==> src/rtl/qam_pkg.sv <==
// Shared widths, defaults and state encoding for the QAM symbol scheduler.
package qam_pkg;

  localparam int SYM_W        = 6;
  localparam int RATE_W       = 4;
  localparam int DEFAULT_RATE = 13;
  localparam int LEN_W        = 16;
  localparam int FIFO_DEPTH   = 4;

  typedef enum logic {
    IDLE = 1'b0,
    RUN  = 1'b1
  } state_t;

endpackage

==> src/rtl/qam_sym_fifo.sv <==
// Small synchronous symbol FIFO with flush; read data is shown from the head entry.
module qam_sym_fifo
  import qam_pkg::*;
#(
  parameter int W     = SYM_W,
  parameter int DEPTH = FIFO_DEPTH
) (
  input  logic         clk,
  input  logic         rst,
  input  logic         flush,
  input  logic         push,
  input  logic [W-1:0] din,
  input  logic         pop,
  output logic [W-1:0] dout,
  output logic         full,
  output logic         empty
);

  localparam int AW = $clog2(DEPTH);

  logic [W-1:0] mem [DEPTH];
  logic [AW:0]  wr_ptr;
  logic [AW:0]  rd_ptr;
  logic         do_push;
  logic         do_pop;

  // Pointers carry one extra wrap bit so full and empty are distinguishable.
  assign full    = (wr_ptr[AW] != rd_ptr[AW]) && (wr_ptr[AW-1:0] == rd_ptr[AW-1:0]);
  assign empty   = (wr_ptr == rd_ptr);
  assign do_push = push && !full;
  assign do_pop  = pop && !empty;
  assign dout    = mem[rd_ptr[AW-1:0]];

  // pointer update
  always_ff @(posedge clk) begin
    if (rst || flush) begin
      wr_ptr <= {(AW+1){1'b0}};
      rd_ptr <= {(AW+1){1'b0}};
    end else begin
      if (do_push) wr_ptr <= wr_ptr + (AW+1)'(1);
      if (do_pop)  rd_ptr <= rd_ptr + (AW+1)'(1);
    end
  end

  // storage write
  always_ff @(posedge clk) begin
    if (do_push && !rst && !flush) mem[wr_ptr[AW-1:0]] <= din;
  end

endmodule

==> src/rtl/qam_symbol_scheduler.sv <==
// Releases one buffered 64-QAM symbol every R clocks (zeros in between) for
// N-symbol frames, flagging slots that find the buffer empty.
module qam_symbol_scheduler
  import qam_pkg::*;
(
  input  logic              clk,
  input  logic              rst,
  input  logic [RATE_W-1:0] cfg_rate,
  input  logic [LEN_W-1:0]  frame_len,
  input  logic              start,
  input  logic              abort,
  input  logic              s_valid,
  input  logic [SYM_W-1:0]  s_data,
  output logic              s_ready,
  output logic [SYM_W-1:0]  sym_out,
  output logic              sym_strobe,
  output logic              busy,
  output logic              done,
  output logic              underrun
);

  state_t            state;
  state_t            next_state;
  logic [RATE_W-1:0] rate_q;
  logic [RATE_W-1:0] phase;
  logic [LEN_W-1:0]  remaining;
  logic [LEN_W-1:0]  remaining_next;
  logic              accept;
  logic              slot;
  logic              last_phase;
  logic              frame_end;
  logic              fifo_push;
  logic              fifo_pop;
  logic              fifo_full;
  logic              fifo_empty;
  logic [SYM_W-1:0]  fifo_dout;

  assign s_ready   = !fifo_full && !rst;
  assign fifo_push = s_valid && s_ready && !abort;
  assign busy      = (state == RUN);

  qam_sym_fifo #(.W(SYM_W), .DEPTH(FIFO_DEPTH)) u_fifo (
    .clk   (clk),
    .rst   (rst),
    .flush (abort),
    .push  (fifo_push),
    .din   (s_data),
    .pop   (fifo_pop),
    .dout  (fifo_dout),
    .full  (fifo_full),
    .empty (fifo_empty)
  );

  // next-state and slot decode
  always_comb begin
    next_state     = state;
    accept         = 1'b0;
    slot           = 1'b0;
    last_phase     = 1'b0;
    frame_end      = 1'b0;
    fifo_pop       = 1'b0;
    remaining_next = remaining;
    case (state)
      IDLE: begin
        accept = start && !abort && (cfg_rate != {RATE_W{1'b0}}) && (frame_len != {LEN_W{1'b0}});
        if (accept) next_state = RUN;
        else        next_state = IDLE;
      end
      RUN: begin
        slot       = (phase == {RATE_W{1'b0}});
        last_phase = (phase == rate_q - RATE_W'(1));
        // Use the post-slot count so R=1 frames end on their final slot.
        if (slot && (remaining != {LEN_W{1'b0}})) remaining_next = remaining - LEN_W'(1);
        else                                      remaining_next = remaining;
        frame_end = last_phase && (remaining_next == {LEN_W{1'b0}});
        fifo_pop  = slot && !fifo_empty && !abort;
        if (abort || frame_end) next_state = IDLE;
        else                    next_state = RUN;
      end
      default: next_state = IDLE;
    endcase
  end

  // state register
  always_ff @(posedge clk) begin
    if (rst) state <= IDLE;
    else     state <= next_state;
  end

  // counters and registered outputs
  always_ff @(posedge clk) begin
    if (rst) begin
      rate_q     <= RATE_W'(DEFAULT_RATE);
      phase      <= {RATE_W{1'b0}};
      remaining  <= {LEN_W{1'b0}};
      sym_out    <= {SYM_W{1'b0}};
      sym_strobe <= 1'b0;
      done       <= 1'b0;
      underrun   <= 1'b0;
    end else if (abort) begin
      phase      <= {RATE_W{1'b0}};
      remaining  <= {LEN_W{1'b0}};
      sym_out    <= {SYM_W{1'b0}};
      sym_strobe <= 1'b0;
      done       <= 1'b0;
      underrun   <= 1'b0;
    end else begin
      sym_out    <= fifo_pop ? fifo_dout : {SYM_W{1'b0}};
      sym_strobe <= slot;
      underrun   <= slot && fifo_empty;
      done       <= frame_end;
      if (accept) begin
        rate_q    <= cfg_rate;
        remaining <= frame_len;
        phase     <= {RATE_W{1'b0}};
      end else if (state == RUN) begin
        remaining <= remaining_next;
        phase     <= last_phase ? {RATE_W{1'b0}} : phase + RATE_W'(1);
      end
    end
  end

endmodule

==> config.mk <==
export PLATFORM = sky130hd
export DESIGN_NAME = qam_symbol_scheduler
export DESIGN_NICKNAME = d
export VERILOG_FILES = /design/src/rtl/qam_pkg.sv /design/src/rtl/qam_sym_fifo.sv /design/src/rtl/qam_symbol_scheduler.sv
export SDC_FILE = /design/constraint.sdc
export NUM_CORES = 1
export LEC_CHECK = 0
export BUFFER_PORTS_ARGS = -buffer_cell sky130_fd_sc_hd__buf_2
export CORE_MARGIN = 2
export CORE_UTILIZATION = 40
export DETAILED_ROUTE_END_ITERATION = 8
export PLACE_DENSITY = 0.61
export SLEW_MARGIN = 5
export SYNTH_ARGS = -nofsm -noshare
export SYNTH_HDL_FRONTEND = slang
export SYNTH_HIERARCHICAL = 1
export SYNTH_SLANG_ARGS = --single-unit
==> constraint.sdc <==
create_clock -name clk -period 6.75 [get_ports clk]
set_input_delay 0.3375 -clock clk [delete_from_list [all_inputs] [get_ports clk]]
set_output_delay 0.3375 -clock clk [all_outputs]
set_load 0.02 [all_outputs]
Yosys cells after proc, flatten, opt, wreduce, memory -nomap -nowiden
Memory sizes are Yosys's and may differ from the RTL's. A register that Yosys moved wholly into a read port is not among the register bits.
Cells that the tools add are included.
{"block": "totals", "regBits": 34, "mem_bits_rw": 24, "in_bits": 31, "n_memories": 1}
{"memory": "u_fifo.mem", "depth": 4, "width": 6, "rd": 1, "rd_ports_with_merged_regs": 1, "write_ports": 1, "line_no": "qam_sym_fifo.sv:21", "text": "logic [W-1:0] mem [DEPTH];"}
{"block": "op_classes", "addsub": 5, "eq_ne": 4, "mux": 14, "bitwise": 3, "reduce_logical": 33}
{"operator": "two-way mux 16 bit", "n": 4}
{"operator": "nonzero test 16 bit", "n": 2}
{"operator": "logical AND 1 bit", "n": 16}
{"operator": "logical NOT 16 bit", "n": 1}
{"operator": "subtractor 16 x 1 -> 16 bit, second input constant", "n": 1}
{"operator": "OR reduction 3 bit", "n": 3}
{"operator": "two-way mux 1 bit", "n": 8}
{"operator": "adder 3 x 1 -> 3 bit, second input constant", "n": 2}
{"operator": "adder 4 x 1 -> 4 bit, second input constant", "n": 1}
{"operator": "== test 4 bit", "n": 1}
{"operator": "logical NOT 1 bit", "n": 4}
{"operator": "logical NOT 4 bit", "n": 1}
{"operator": "two-way mux 4 bit", "n": 1}
{"operator": "nonzero test 4 bit", "n": 1}
{"operator": "subtractor 4 x 1 -> 4 bit, second input constant", "n": 1}
{"operator": "== test 3 bit", "n": 1}
{"operator": "NOT 1 bit", "n": 3}
{"operator": "== test 2 bit", "n": 1}
{"operator": "logical OR 1 bit", "n": 2}
{"operator": "one-hot mux 1 bit (2 select lines)", "n": 1}
{"operator": "AND reduction 2 bit", "n": 1}
{"operator": "nonzero test 2 bit", "n": 1}
{"operator": "OR reduction 2 bit", "n": 1}
{"operator": "!= test 1 bit", "n": 1}

Logic depth before layout (Yosys ltp)
Gate-level depths: netlist of run 1.
{"block": "depth", "word_depth": 11, "ltp_mapped": 9, "depth_no_buf": 9}

Modules after synthesis
The synthesis of run 1 kept the hierarchy.
{"mod": "qam_symbol_scheduler", "instances": 1, "cells_per_inst": 251, "area_per_inst_um2": 2094.5, "seq_area_each_um2": 680.7}
{"mod": "qam_sym_fifo", "instances": 1, "cells_per_inst": 104, "area_per_inst_um2": 1490.2, "seq_area_each_um2": 880.8}

Worst setup path before layout of run 1
Ideal clock, no wire load.
{"block": "synth_timing", "kind": "register to register", "from": "register remaining[0]", "to": "register done", "setup_ns": 0.073, "t_arrival_ns": 2.609, "path_slack_ns": 4.068, "stages_incl_launch_ff": 9, "path_buffers": 0, "synth_period_minus_slack_ns": 2.682, "cell_sequence": "dfxtp_1 -> inv_1 -> ha_1 -> and3_1 -> a2111oi_0 -> xor2_1 -> or4_1 -> or4_1 -> nor3_2"}
{"block": "synth_via", "elab_chain_cells": 6, "elab_cells_between_ends": 7, "cone_classes": "add/sub (1); mux (2); reduce/logical (4)"}
{"element": "from (decl)", "line_no": "qam_symbol_scheduler.sv:26", "text": "logic [LEN_W-1:0] remaining;"}
{"element": "from (signal assigned)", "line_no": "qam_symbol_scheduler.sv:95", "text": "remaining <= {LEN_W{1'b0}};"}
{"element": "from (signal assigned)", "line_no": "qam_symbol_scheduler.sv:102", "text": "remaining <= {LEN_W{1'b0}};"}
{"element": "from (signal assigned)", "line_no": "qam_symbol_scheduler.sv:114", "text": "remaining <= frame_len;"}
{"element": "parallel branches: the longest is 2 deep, another holds subtractor 16 x 1 -> 16 bit"}
{"element": "two-way mux 16 bit *", "line_no": "qam_symbol_scheduler.sv:73", "text": "if (slot && (remaining != {LEN_W{1'b0}})) remaining_next = remaining - LEN_W'(1);"}
{"element": "two-way mux 16 bit *", "line_no": "qam_symbol_scheduler.sv:63", "text": "case (state)"}
{"element": "logical NOT 16 bit *", "line_no": "qam_symbol_scheduler.sv:75", "text": "frame_end = last_phase && (remaining_next == {LEN_W{1'b0}});"}
{"element": "logical AND 1 bit *", "line_no": "qam_symbol_scheduler.sv:75"}
{"element": "to (signal assigned)", "line_no": "qam_symbol_scheduler.sv:111", "text": "done <= frame_end;"}
{"element": "to (decl)", "line_no": "qam_symbol_scheduler.sv:18", "text": "output logic done,"}
Mark *: on every way between the ends. The select of a mux whose other input is x is not followed.
A chain may end at the register's enable or synchronous reset.

Worst setup path in the final report of run 1
Same ends and word-level chain as after synthesis.

==> results_dict.tcl, run 1 <==
set metrics [dict create \
    critical_path_class "register to register" \
    placed_instances 488 \
    max-slew-margin-rel_pct 24.67 \
    crit_path_end_kind "register" \
    max-clock-path-buffers 2 \
    synth.avg_cell_area_sq_um 10.10 \
    worst_pin_slew_ps 1124 \
    chipHeight_um 98.67 \
    gp_routability_congestion 0.8467 \
    numPortBuffers 41 \
    grt_pass1_wl_um 12980 \
    clkLatencyLatePin_ps 350 \
    detail_route.vias_per_cell 5.536 \
    final_instance_count_excl_fillers 504 \
    slowest_cell_delay_on_critical_path_ps 640 \
    post_cts_buffers 0 \
    ys_ff_latch 66 \
    number_of_routed_nets_with_antenna_violations 0 \
    mappedNetlistNets 396 \
    start_util_pct 41.10 \
    drtPass1Iterations 4 \
    setup_viol_count_final 0 \
    clock-sinks 66 \
    setup.reg_to_reg.worst_slack_ps 3750 \
    fp-row-count 34 \
    worst-r2r-cell-count 8 \
    worst_setup_path_startpoint "remaining[0]$_SDFFE_PP0P_" \
    min_period_over_period_pct 44.46 \
    boundaryPins 42 \
    drt-wirelength-per-cell_um 15.43 \
    grt_pass1_vias 2591 \
    number_of_antenna_violations_at_the_first_check_in_global_routing 0 \
    crit_path_end "done$_SDFF_PP0_" \
    place_ws_ps 3756 \
    hold_class "input pin to register" \
    grt-ovfl-total 0 \
    numCtsBuffers 9 \
    detailedPlacementHpwl_um 5742 \
    n_diodes 0 \
    post_synth_inst_count 355 \
    synth_edf_count 24 \
    timing.critical_path.cells "inv_1, ha_1, and3_1, a2111oi_0, xor2_1, or4_1, or4_1, nor3_2" \
    grt_start_max_net_pins 34 \
    report.final.slew_viol_count 0 \
    synth-async-reset-ratio_pct 0 \
    drive_gt1_share_pct 22.22 \
    number_of_warnings_issued_by_yosys 6 \
    worstHoldStart "s_data[5]" \
    fp.dieW_um 98.67 \
    core_sq_um 8721 \
    routed_wirelength_um 7778 \
    timing.fmax_mhz 333.2 \
    holdBufCountCts 0 \
    drt-initial-drc-count 138 \
    unrepaired_setup_endpoints_after_global_routing "no" \
    final_design_area_no_fill_sq_um 4060 \
    static_leakage_nw 1.579 \
    path_max_fanout 5 \
    die_area_sq_um 9735 \
    powerDensity_nw_per_um2 227.7 \
    drt_drc_violations_left 0 \
    postLayoutCoreUtil_pct 46.56 \
    fin_crit_ps 3001 \
    clockRootBuffer "sky130_fd_sc_hd__clkbuf_8" \
    critical_path.reg2reg.startpoint "remaining[0]$_SDFFE_PP0P_" \
    crit_path_top_delay_cell "sky130_fd_sc_hd__a2111oi_0" \
    final-hold-violation-count 0 \
    fin_tns_setup_ps 0 \
    yosys.cell_types.count 52 \
    cts_tree "done" \
    layout.nets 432 \
    regToRegEndpoint "done$_SDFF_PP0_" \
    synth_top_flop_cell "sky130_fd_sc_hd__dfxtp_1" \
    detailroute.via_count 2790 \
    outcome "complete, no violations" \
    cts_resized 0 \
    worst_setup_path_start_kind "register" \
    grt.total_usage_pct 16.98 \
    maxCapViolations 0 \
    peak_supply_drop_uv 80.64 \
    syn_to_final_growth_pct 13.26 \
    cp_data_arrival_time_ps 3280 \
    critical_path.most_common_cell "sky130_fd_sc_hd__or4_1" \
    h-tree-depth 3 \
    synth_sequential_area_ratio_pct 43.56 \
    synthesis.area_sq_um 3585 \
    worst-endpoint-required_ps 7020 \
    worst_clock_skew_ps 14.16 \
    place_area_sq_um 3857 \
    worst_slack_ps 3749 \
    cts_clock_pin_slew_for_the_worst_setup_and_hold_paths_ps 80 \
]
worst min-delay path by stage:
stage / depth (start not counted) / to / slack [ps]
after floorplan: 0 / u_fifo/mem[0][0]$_DFFE_PP_ / 440
after detailed placement: 2 / rate_q[1]$_SDFFE_PP0P_ / 530
after global placement: 2 / rate_q[3]$_SDFFE_PP1P_ / 510
final: 1 / u_fifo/mem[0][5]$_DFFE_PP_ / 200
after global routing: 1 / u_fifo/mem[2][5]$_DFFE_PP_ / 180
after CTS: 1 / u_fifo/mem[0][5]$_DFFE_PP_ / 190
layer usage:
layer  vias up  GRT usage [%]  share of wire, %
met1      1322          23.57                49
met3        13          3.617               4.6
met5         -              0                 0
met4         0          8.430               2.1
met2        57          25.12                44
li1       1398              -                 -
kinds of logic (layout without fill, tap and decap cells):
kind of cell             after synthesis  count (layout)  share of synthesized area (%)
flip-flops                            66              66                          43.56
buffers and inverters                 30              71                          3.455
AND/OR/NAND/NOR                      145             145                          22.93
adder cells (fa/ha/maj)               10              10                          3.490
multiplexers                          27              27                          9.948
XOR/XNOR                              25              25                          6.737
AO/OA/AOI/OAI                         52              52                          9.878
report_power, final:
| group | switching (W) | internal, W | total, W | leakage [nW] |
|---|---|---|---|---|
| combinational | 0.0000878 | 0.0000694 | 0.000157 | 0.919 |
| clock | 0.000163 | 0.000174 | 0.000336 | 0.104 |
| sequential | 0.0000124 | 0.000418 | 0.000431 | 0.556 |
synth_stat cells (9+ instances only):
cell type / n / share of area (%)
sky130_fd_sc_hd__dfxtp_1: 42 / 23
sky130_fd_sc_hd__nand3_1: 12 / 1.7
sky130_fd_sc_hd__nor3_1: 12 / 1.7
sky130_fd_sc_hd__inv_1: 13 / 1.4
sky130_fd_sc_hd__a21oi_1: 14 / 2.0
sky130_fd_sc_hd__nand2_1: 16 / 1.7
sky130_fd_sc_hd__mux2i_1: 12 / 3.4
sky130_fd_sc_hd__clkbuf_1: 12 / 1.3
sky130_fd_sc_hd__ha_1: 10 / 3.5
sky130_fd_sc_hd__edfxtp_1: 24 / 20
sky130_fd_sc_hd__nor2_1: 38 / 4.0
sky130_fd_sc_hd__a211oi_1: 13 / 2.7
sky130_fd_sc_hd__nand4_1: 9 / 1.6
sky130_fd_sc_hd__xnor2_1: 14 / 3.4
critical path, delay by kind of cell, from the launching register on:
family,cells,cell delay [ps]
buffers and inverters,1,80
adders and majority gates,1,220
DFF,1,410
xor gates and xnor gates,1,240
AOI/OAI and AO/OA,1,640
and+or+nand+nor,4,1330
through the flow:
step | hold WS [ps] | total power (W)
after floorplan | 436.4 | 0.0005564
after global placement | 512.3 | 0.0005960
after detailed placement | 526.8 | 0.0005961
after CTS | 187.7 | 0.0009369
after global routing | 184.6 | 0.0009752
final | 202.9 | 0.0009244
registers in the layout (all words and copies together), names as in the netlist, 3 cells and up, named ones only:
signal	cells
u_fifo/mem	24
remaining	16
sym_out	6
phase	4
rate_q	4
u_fifo/rd_ptr	3
u_fifo/wr_ptr	3
layout make-up:
class	count	area [sq um]
fillers	811	4661
multi-input cells	259	1899
flip-flops and latches	66	1562
repair buffers	42	212.7
well taps	108	135.1
clock buffers	9	123.9
clock inverters	7	78.83
inverters	13	48.80
cell usage in the layout, fill, tap and decap left out, drive strengths merged, types with 7 or more instances in the layout:
cell type / instances
nand2: 16
nand4: 9
edfxtp: 24
nor2: 39
xnor2: 16
xor2: 9
and2: 7
nand3: 13
nor3b: 7
and3: 8
a21oi: 14
nor4: 7
clkbuf: 9
nor3: 14
mux2i: 12
inv: 14
buf: 42
mux2: 9
ha: 10
dfxtp: 42
a211oi: 13
Power figures use the tool's default switching activity.
==> run 2: changes to the inputs <==
clock period = 2.81 ns   (was 6.75 ns; I/O delays follow)
==> results_dict.tcl, run 2 (synthesis results as in run 1) <==
set metrics [dict create \
    outcome "complete, no violations" \
    switch_pwr_w 0.0006539 \
    layout.cells.most_common "sky130_fd_sc_hd__buf_2" \
    report.final.slew_viol_count 0 \
    syn_to_final_growth_pct 17.52 \
    grtUsageMet1_pct 23.65 \
    fp-row-count 34 \
    regToRegEndpoint "done$_SDFF_PP0_" \
    max-clock-path-buffers 2 \
    layout.nets 450 \
    crit_path_top_delay_cell "sky130_fd_sc_hd__or4_4" \
    register_share_of_total_power_pct 45.2 \
    setup.reg_to_reg.worst_slack_ps 120 \
    clock-sinks 66 \
    slowest_cell_delay_on_critical_path_ps 560 \
    numPortBuffers 41 \
    crit_path_end_kind "register" \
    cpLargestDelayFamily "simple AND/OR/NAND/NOR gates" \
    clockRootBuffer "sky130_fd_sc_hd__clkbuf_8" \
    power_frac_comb_pct 18.6 \
    critical_path.reg2reg.startpoint "rate_q[0]$_SDFFE_PP1P_" \
    worst_slack_ps 116.1 \
    drtPass1Iterations 4 \
    final-hold-violation-count 0 \
    path_max_fanout 6 \
    die_area_sq_um 9735 \
    mostFrequentLayoutCells "41 x sky130_fd_sc_hd__buf_2, 40 x sky130_fd_sc_hd__dfxtp_1, 38 x sky130_fd_sc_hd__nor2_1, 24 x sky130_fd_sc_hd__edfxtp_1, 17 x sky130_fd_sc_hd__buf_4" \
    numCtsBuffers 9 \
    boundaryPins 42 \
    switching_share_pct 28.84 \
    worst_pin_slew_ps 563.3 \
    cp_data_arrival_time_ps 2970 \
    grt.total_usage_pct 17.11 \
    worst_setup_path_start_kind "register" \
    setup_viol_count_final 0 \
    detail_route.vias_per_cell 5.427 \
    number_of_antenna_violations_at_the_first_check_in_global_routing 0 \
    grt_use_met3_pct 4.184 \
    maxCapViolations 0 \
    number_of_flip_flops_in_the_largest_register 24 \
    critical_path_class "register to register" \
    internal-power_w 0.001613 \
    timing.fmax_mhz 371.2 \
    h-tree-depth 3 \
    drt-wirelength-per-cell_um 15.36 \
    fin_crit_ps 2694 \
    start_util_pct 41.10 \
    grt-ovfl-total 0 \
    whs_path_depth 2 \
    place_ws_ps 13.06 \
    drt_drc_violations_left 0 \
    hold_class "input pin to register" \
    number_of_routed_nets_with_antenna_violations 0 \
    max-slew-margin-rel_pct 61.48 \
    cts_clock_pin_slew_for_the_worst_setup_and_hold_paths_ps 80 \
    cts_tree "done" \
    gp_routability_congestion 0.8546 \
    timing.critical_path.cells "inv_1, ha_1, xnor2_1, or4_4, nand4b_1, or4_1, or4_4, nor3_2" \
    critical_path.most_common_cell "sky130_fd_sc_hd__or4_4" \
    worst-path-buf-inv 1 \
    gr-max-usage-layer "met2" \
    detailedPlacementHpwl_um 5900 \
    worst-endpoint-required_ps 3090 \
    power.share.clock_pct 36.2 \
    powerDensity_nw_per_um2 538.2 \
    unrepaired_setup_endpoints_after_global_routing "no" \
    core_sq_um 8721 \
    detailroute.via_count 2833 \
    globalRouteMet2Util_pct 26.37 \
    n_diodes 0 \
    drt-initial-drc-count 175 \
    worst_clock_skew_ps 7.771 \
    clkLatencyLatePin_ps 340 \
    static_leakage_nw 1.669 \
    worst-r2r-cell-count 8 \
    grt_pass1_vias 2710 \
    grt_start_max_net_pins 21 \
    worstHoldStart "cfg_rate[0]" \
    fp.dieW_um 98.67 \
    drive_gt1_share_pct 26.09 \
    fin_tns_setup_ps 0 \
    peak_supply_drop_uv 199.3 \
    chipHeight_um 98.67 \
    routed_wirelength_um 8016 \
    grt_pass1_wl_um 13280 \
    filler_cell_count 807 \
    min_period_over_period_pct 95.87 \
    crit_cells 8 \
    min_to "rate_q[0]$_SDFFE_PP1P_" \
]
run 2: what timing repair did:
item                                    CTS  global route
buffers inserted                          0             1
hold endpoints to repair                  6             0
gates resized for setup                   1             5
pin swaps                                 0             0
endpoints found under the setup margin    1             1
hold buffers                              2             0
run 2: metrics by stage:
| step | total power (W) | util [%] | area (sq um) | cells | hold slack [ps] |
|---|---|---|---|---|---|
| floorplan | 0.001337 | - | 3585 | 355 | 239.4 |
| global placement | 0.001452 | 45.52 | 3970 | 503 | 356.2 |
| detailed placement | 0.001454 | 45.52 | 3970 | 503 | 359.4 |
| CTS | 0.002279 | 48.08 | 4193 | 521 | 1.817 |
| global route | 0.002372 | 48.31 | 4213 | 522 | 8.582 |
| finish | 0.002267 | 48.31 | 4213 | 522 | 20.68 |
run 2: how the worst max path moves through the flow:
stage                           end  slack [ps]                      start
floorplan           done$_SDFF_PP0_         130  remaining[0]$_SDFFE_PP0P_
global placement    done$_SDFF_PP0_          50  remaining[1]$_SDFFE_PP0P_
detailed placement  done$_SDFF_PP0_          10  remaining[1]$_SDFFE_PP0P_
CTS                 done$_SDFF_PP0_          80  remaining[1]$_SDFFE_PP0P_
global route        done$_SDFF_PP0_        0.07     rate_q[0]$_SDFFE_PP1P_
finish              done$_SDFF_PP0_         120     rate_q[0]$_SDFFE_PP1P_
run 2: worst register-to-register path, cell delays in order (launching register included):
cell and delay (ps):
sky130_fd_sc_hd__dfxtp_2 350, sky130_fd_sc_hd__inv_1 60, sky130_fd_sc_hd__ha_1 300, sky130_fd_sc_hd__xnor2_1 120
sky130_fd_sc_hd__or4_4 560, sky130_fd_sc_hd__nand4b_1 230, sky130_fd_sc_hd__or4_1 490, sky130_fd_sc_hd__or4_4 420
sky130_fd_sc_hd__nor3_2 100
run 2: power groups by stage:
stage               clock network, W  registers [W]  logic, W
finish                      0.000821        0.00102  0.000422
detailed placement                 0        0.00105  0.000408
global route                0.000879        0.00103  0.000466
global placement                   0        0.00105  0.000407
floorplan                          0        0.00104  0.000295
CTS                         0.000841        0.00102  0.000414
run 2: layout make-up:
class / count / area [sq um] / share of cell area [%]
repair buffers: 60 / 352.8 / 8.375
well taps: 108 / 135.1 / 3.208
clock inverters: 7 / 77.57 / 1.841
flip-flops and latches: 66 / 1564 / 37.13
multi-input cells: 259 / 1911 / 45.35
clock buffers: 9 / 123.9 / 2.940
inverters: 13 / 48.80 / 1.158
run 2: metal layers:
layer	routed length, um	up-vias
met2	3690	55
met3	310	7
met1	3920	1343
li1	-	1428
met5	0	-
met4	95	0
